`src/rtl/wb_spi_master.sv`:
```
// Wishbone slave SPI master: one byte per transfer, CPOL/CPHA modes 0-3,
// programmable SCLK half-period, software chip select and done interrupt.
module wb_spi_master #(
    parameter int          ADDR_WD = 9,
    parameter logic [15:0] DIV_RST = 16'h0003
) (
    input  logic               wb_clk_i,
    input  logic               wb_rst_i,
    input  logic               wb_cyc_i,
    input  logic               wb_stb_i,
    input  logic               wb_we_i,
    input  logic [3:0]         wb_sel_i,
    input  logic [ADDR_WD-1:0] wb_adr_i,
    input  logic [31:0]        wb_dat_i,
    output logic [31:0]        wb_dat_o,
    output logic               wb_ack_o,
    output logic               spi_sclk,
    output logic               spi_mosi,
    input  logic               spi_miso,
    output logic               spi_csn,
    output logic               irq_o
);

    typedef enum logic [1:0] {S_IDLE, S_XFER, S_DONE} state_t;

    state_t      r_state;
    logic        r_ack;
    logic [31:0] r_dat_o;
    logic        r_req_we, r_req_map;
    logic [1:0]  r_req_adr, r_req_sel;
    logic [15:0] r_req_dat;
    logic        r_en, r_cpol, r_cpha, r_cs, r_ie;
    logic [15:0] r_div, r_div_l, r_cnt;
    logic [7:0]  r_rxd, r_tx, r_rx;
    logic        r_done, r_ovr, r_cpha_l, r_sclk, r_mosi;
    logic [4:0]  r_edge;

    logic        w_req, w_mapped, w_busy, w_wr;
    logic        w_wr_ctrl, w_wr_div, w_wr_data, w_wr_stat;
    logic        w_start, w_abort, w_set_ovr, w_lead;
    logic [4:0]  w_edge_n;
    logic [31:0] w_rdata;
    logic        w_unused;

    assign w_req     = wb_cyc_i & wb_stb_i & ~r_ack;
    assign w_mapped  = (wb_adr_i[ADDR_WD-1:4] == '0);
    assign w_busy    = (r_state != S_IDLE);
    // Writes are captured at the request edge and committed as the ack cycle ends.
    assign w_wr      = r_ack & r_req_we & r_req_map;
    assign w_wr_ctrl = w_wr & (r_req_adr == 2'd0) & r_req_sel[0];
    assign w_wr_div  = w_wr & (r_req_adr == 2'd1);
    assign w_wr_data = w_wr & (r_req_adr == 2'd2) & r_req_sel[0];
    assign w_wr_stat = w_wr & (r_req_adr == 2'd3) & r_req_sel[0];
    assign w_start   = w_wr_data & r_en & ~w_busy;
    assign w_set_ovr = w_wr_data & w_busy;
    assign w_abort   = (r_state == S_XFER) & (~r_en | (w_wr_ctrl & ~r_req_dat[0]));
    assign w_edge_n  = r_edge + 5'd1;
    assign w_lead    = w_edge_n[0];
    assign w_unused  = ^{wb_sel_i[3:2], wb_dat_i[31:16], wb_adr_i[1:0]};

    always_comb begin
        w_rdata = '0;
        if (w_mapped) begin
            case (wb_adr_i[3:2])
                2'd0:    w_rdata = {27'd0, r_ie, r_cs, r_cpha, r_cpol, r_en};
                2'd1:    w_rdata = {16'd0, r_div};
                2'd2:    w_rdata = {24'd0, r_rxd};
                default: w_rdata = {29'd0, r_ovr, r_done, w_busy};
            endcase
        end
    end

    always_ff @(posedge wb_clk_i) begin
        if (wb_rst_i) begin
            r_ack     <= 1'b0;
            r_dat_o   <= '0;
            r_req_we  <= 1'b0;
            r_req_map <= 1'b0;
            r_req_adr <= '0;
            r_req_sel <= '0;
            r_req_dat <= '0;
        end else begin
            r_ack   <= w_req;
            r_dat_o <= (w_req & ~wb_we_i) ? w_rdata : '0;
            if (w_req) begin
                r_req_we  <= wb_we_i;
                r_req_map <= w_mapped;
                r_req_adr <= wb_adr_i[3:2];
                r_req_sel <= wb_sel_i[1:0];
                r_req_dat <= wb_dat_i[15:0];
            end
        end
    end

    always_ff @(posedge wb_clk_i) begin
        if (wb_rst_i) begin
            {r_ie, r_cs, r_cpha, r_cpol, r_en} <= '0;
            r_div  <= DIV_RST;
            r_rxd  <= '0;
            r_done <= 1'b0;
            r_ovr  <= 1'b0;
        end else begin
            if (w_wr_ctrl) {r_ie, r_cs, r_cpha, r_cpol, r_en} <= r_req_dat[4:0];
            if (w_wr_div && r_req_sel[0]) r_div[7:0]  <= r_req_dat[7:0];
            if (w_wr_div && r_req_sel[1]) r_div[15:8] <= r_req_dat[15:8];
            if (r_state == S_DONE) r_rxd <= r_rx;
            // Setting a sticky flag outranks a simultaneous write-one-to-clear.
            if (r_state == S_DONE)              r_done <= 1'b1;
            else if (w_wr_stat && r_req_dat[1]) r_done <= 1'b0;
            if (w_set_ovr)                      r_ovr <= 1'b1;
            else if (w_wr_stat && r_req_dat[2]) r_ovr <= 1'b0;
        end
    end

    always_ff @(posedge wb_clk_i) begin
        if (wb_rst_i) begin
            r_state  <= S_IDLE;
            r_cnt    <= '0;
            r_div_l  <= '0;
            r_cpha_l <= 1'b0;
            r_edge   <= '0;
            r_sclk   <= 1'b0;
            r_mosi   <= 1'b0;
            r_tx     <= '0;
            r_rx     <= '0;
        end else begin
            case (r_state)
                S_IDLE: begin
                    r_mosi <= 1'b0;
                    if (w_start) begin
                        r_state  <= S_XFER;
                        r_cnt    <= r_div;
                        r_div_l  <= r_div;
                        r_cpha_l <= r_cpha;
                        r_edge   <= '0;
                        r_sclk   <= r_cpol;
                        r_tx     <= r_req_dat[7:0];
                        r_rx     <= '0;
                        r_mosi   <= r_cpha ? 1'b0 : r_req_dat[7];
                    end
                end
                S_XFER: begin
                    if (w_abort) begin
                        r_state <= S_IDLE;
                        r_mosi  <= 1'b0;
                    end else if (r_cnt == '0) begin
                        r_cnt  <= r_div_l;
                        r_sclk <= ~r_sclk;
                        r_edge <= w_edge_n;
                        if (w_lead == ~r_cpha_l) begin
                            r_rx <= {r_rx[6:0], spi_miso};
                        end else if (r_cpha_l) begin
                            r_mosi <= r_tx[7];
                            r_tx   <= {r_tx[6:0], 1'b0};
                        end else if (w_edge_n != 5'd16) begin
                            r_mosi <= r_tx[6];
                            r_tx   <= {r_tx[6:0], 1'b0};
                        end
                        if (w_edge_n == 5'd16) r_state <= S_DONE;
                    end else begin
                        r_cnt <= r_cnt - 16'd1;
                    end
                end
                default: begin
                    r_state <= S_IDLE;
                    r_mosi  <= 1'b0;
                end
            endcase
        end
    end

    assign wb_ack_o = r_ack;
    assign wb_dat_o = r_dat_o;
    assign spi_sclk = (r_state == S_IDLE) ? r_cpol : r_sclk;
    assign spi_mosi = r_mosi;
    assign spi_csn  = ~r_cs;
    assign irq_o    = r_done & r_ie;

endmodule

```
`config.mk`:
```
export PLATFORM = sky130hd
export DESIGN_NAME = wb_spi_master
export DESIGN_NICKNAME = d
export VERILOG_FILES = /design/src/rtl/wb_spi_master.sv
export SDC_FILE = /design/constraint.sdc
export NUM_CORES = 1
export LEC_CHECK = 0
export CAP_MARGIN = 10
export CELL_PAD_IN_SITES_DETAIL_PLACEMENT = 0
export CELL_PAD_IN_SITES_GLOBAL_PLACEMENT = 2
export CORE_ASPECT_RATIO = 1.25
export CORE_UTILIZATION = 33
export CTS_BUF_LIST = sky130_fd_sc_hd__clkbuf_2 sky130_fd_sc_hd__clkbuf_4 sky130_fd_sc_hd__clkbuf_8
export DETAILED_ROUTE_END_ITERATION = 10
export PLACE_DENSITY_LB_ADDON = 0.1
export SETUP_SLACK_MARGIN = 0.02
export SLEW_MARGIN = 5
export SYNTH_ARGS = -nofsm -noshare
export SYNTH_HDL_FRONTEND = slang
export SYNTH_SLANG_ARGS = --single-unit
```
`constraint.sdc`:
```
create_clock -name wb_clk_i -period 2.2 [get_ports wb_clk_i]
set_input_delay 0.44 -clock wb_clk_i [delete_from_list [all_inputs] [get_ports wb_clk_i]]
set_output_delay 0.44 -clock wb_clk_i [all_outputs]
set_load 0.01 [all_outputs]
```
==> metrics.yaml <==
setup_tns_ps: 0
synth-seq-cells: 128
place_congestion: 0.819
powerDensity_nw_per_um2: 649
cp_top_family: "simple AND/OR/NAND/NOR gates"
synth-edff-count: 0
rsz0062_at_grt: "false"
highest_layer: "met4"
die_h_um: 150
stdcell_count: 996
ant_nets: 0
initial_core_util_pct: 34.1
clk_root_buffer_cell: "clkbuf_8"
setup_viol: 0
fin_nets: 817
port_buffers: 51
clock_latency_ps: 440
synth_cell_types: 74
wirelength_um: 17000
slew_viol_final: 0
cts.hold.buffers_added: 0
cts_buffer_depth: 2
grt_usage_pct: 19.6
period_share_pct: 95.2
hold_class: "flop to flop"
drv_cap: 0
max_slew.worst_pin.slew_ps: 648
clock-sinks: 128
finalCriticalPeriod_ps: 2090
fillerInstances: 1800
first_pass_iters: 5
critical_path.startpoint_type: "flop"
fmaxAchievable_mhz: 477
rows: 53
grt_pass1_vias: 4997
numCtsBuffers: 17
ys.flop_type: "dfxtp_1"
drive_gt1_share_pct: 13.3
drc_errors: 0
antenna_found_initial: 0
ios: 88
synth.cells.most_frequent: "nand2_1 (138), dfxtp_1 (128), a21oi_1 (76)"
grt_pass1_wl_um: 27100
fin_hold_ws_ps: 450
dp_cells: 962
overflow: 0
path_cells: "inv_2, ha_1, nor4b_2, and4_2, buf_4, or4_4, a311oi_2, a31o_1"
synth_seq_area_share_pct: 44.3
synth_top_area_share_pct: 44.3
syn_area_per_cell_um2: 8.36
r2r_setup_slack_ps: 110
setup.worst_path.end_class: "flop"
htreeDepth: 4
fin_worst_skew_ps: 11.7
async_flop_share_pct: 0
p_leak_uw: 0.00250
crit_fanout: 9
dieArea_um2: 18100
drt-wirelength-per-cell_um: 17.1
coreArea_um2: 17000
dp_hpwl_um: 12000
slew_headroom_pct: 56.7
vias: 5164
syn_area_um2: 5790
cts_tree: "built"
slowest_delay_ps: 420
avgViaCountPerCell: 5.18
synth-warning-count: 0
met1_length_um: 8100
crit_type: "flop to flop"
worst-path-buf-inv: 2
finalHoldViolCount: 0
area_growth_pct: 22.7
critPathRequiredTime_ps: 2580
grt_max_degree: 40
diodes: 0
slowest_stage: "or4_4"
worstPathArrival_ps: 2470
clkTransAtPathRegs_ps: 90
synth_area_leaders: "dfxtp_1 (44%), nand2_1 (8.9%), a21oi_1 (6.6%)"
drt_iter0_markers: 335
route.met2.wl_um: 8310
outcome: "finished clean"
yosys.area.top_type: "dfxtp_1"
syn_inst: 692
ir_drop_mv: 0.337
die_w_um: 120
synth_most_common_cell: "nand2_1"
wl_met3_um: 464
-- metrics by stage --
step                      cell area, um^2  util, %  total power [uW]  worst slack (ps)
after floorplan                      5840        -              2510               210
after global placement               6670     39.3              2580              71.9
after detailed placement             6670     39.3              2590              57.5
after CTS                            7090     41.8              4660              97.2
after global routing                 7100     41.8              4800              28.2
final                                7100     41.8              4610               106
-- path summary, 6_finish.rpt --
path	start	to	cells past startpoint
worst max register to register	r_cnt[0]	r_cnt[6]	8
worst min register to register	r_rx[7]	r_rxd[7]	2
worst min-delay path	r_rx[7]	r_rxd[7]	2
worst max-delay path	r_cnt[0]	r_cnt[6]	8
-- logic make-up after synthesis --
kind of cell / share of synthesized area (%)
adder cells (fa/ha/maj): 0.649
flip-flops: 44.3
buffers and inverters: 6.12
AO/OA/AOI/OAI: 19.8
XOR/XNOR: 0.908
AND/OR/NAND/NOR: 23.6
other: 0.0648
multiplexers: 4.60
-- final cells by class --
type / instances / area (um^2) / area share, %
Multi-Input combinational cell: 512 / 2940 / 41.4
Sequential cell: 128 / 2560 / 36.1
Timing Repair Buffer: 98 / 897 / 12.6
Tap cell: 220 / 275 / 3.88
Clock buffer: 18 / 248 / 3.49
Clock inverter: 14 / 156 / 2.20
Inverter: 6 / 22.5 / 0.317
-- power breakdown --
| part | internal (uW) | switching [uW] |
|---|---|---|
| Sequential | 2330 | 17.2 |
| Clock | 1060 | 1020 |
| Combinational | 79.2 | 101 |
-- state kept, by name, summed over array words and instances (netlist names), 2 cells and up --
name       cells
r_div_l       16
r_state        2
r_cnt         16
r_edge         5
r_req_dat     16
r_req_adr      2
wb_dat_o      16
r_rx           8
r_req_sel      2
r_rxd          8
r_div         16
r_tx           8
-- tightest hold or removal path: stages, from the launching register on --
cell and delay, ps:
dfxtp_1 320, nand2_1 50, a21oi_1 50
-- per-layer routing --
layer	vias up	GRT usage (%)
li1	2556	-
met1	2498	25.4
met2	102	33.2
met3	8	3.66
met4	0	5.12
met5	-	0
-- repair_timing --
item,CTS,global route
setup endpoints to repair,1,8
resized for setup,3,2
pin swaps,1,0
setup buffers,1,1
-- cells in the final DEF, fill, tap and decap left out, types with 9 or more instances in the layout --
| cell type | synthesis | layout |
|---|---|---|
| clkdlybuf4s50_1 | 0 | 49 |
| a21oi_1 | 76 | 76 |
| o21ai_0 | 38 | 38 |
| nor2_1 | 47 | 46 |
| dfxtp_1 | 128 | 127 |
| conb_1 | 1 | 16 |
| nand2_1 | 138 | 138 |
| and2_1 | 13 | 13 |
| nand4_1 | 11 | 11 |
| clkbuf_8 | 1 | 18 |
| nor2b_1 | 11 | 10 |
| nor3_1 | 9 | 9 |
| buf_4 | 16 | 45 |
| mux2i_1 | 21 | 21 |
(Power assumes the default switching activity.)
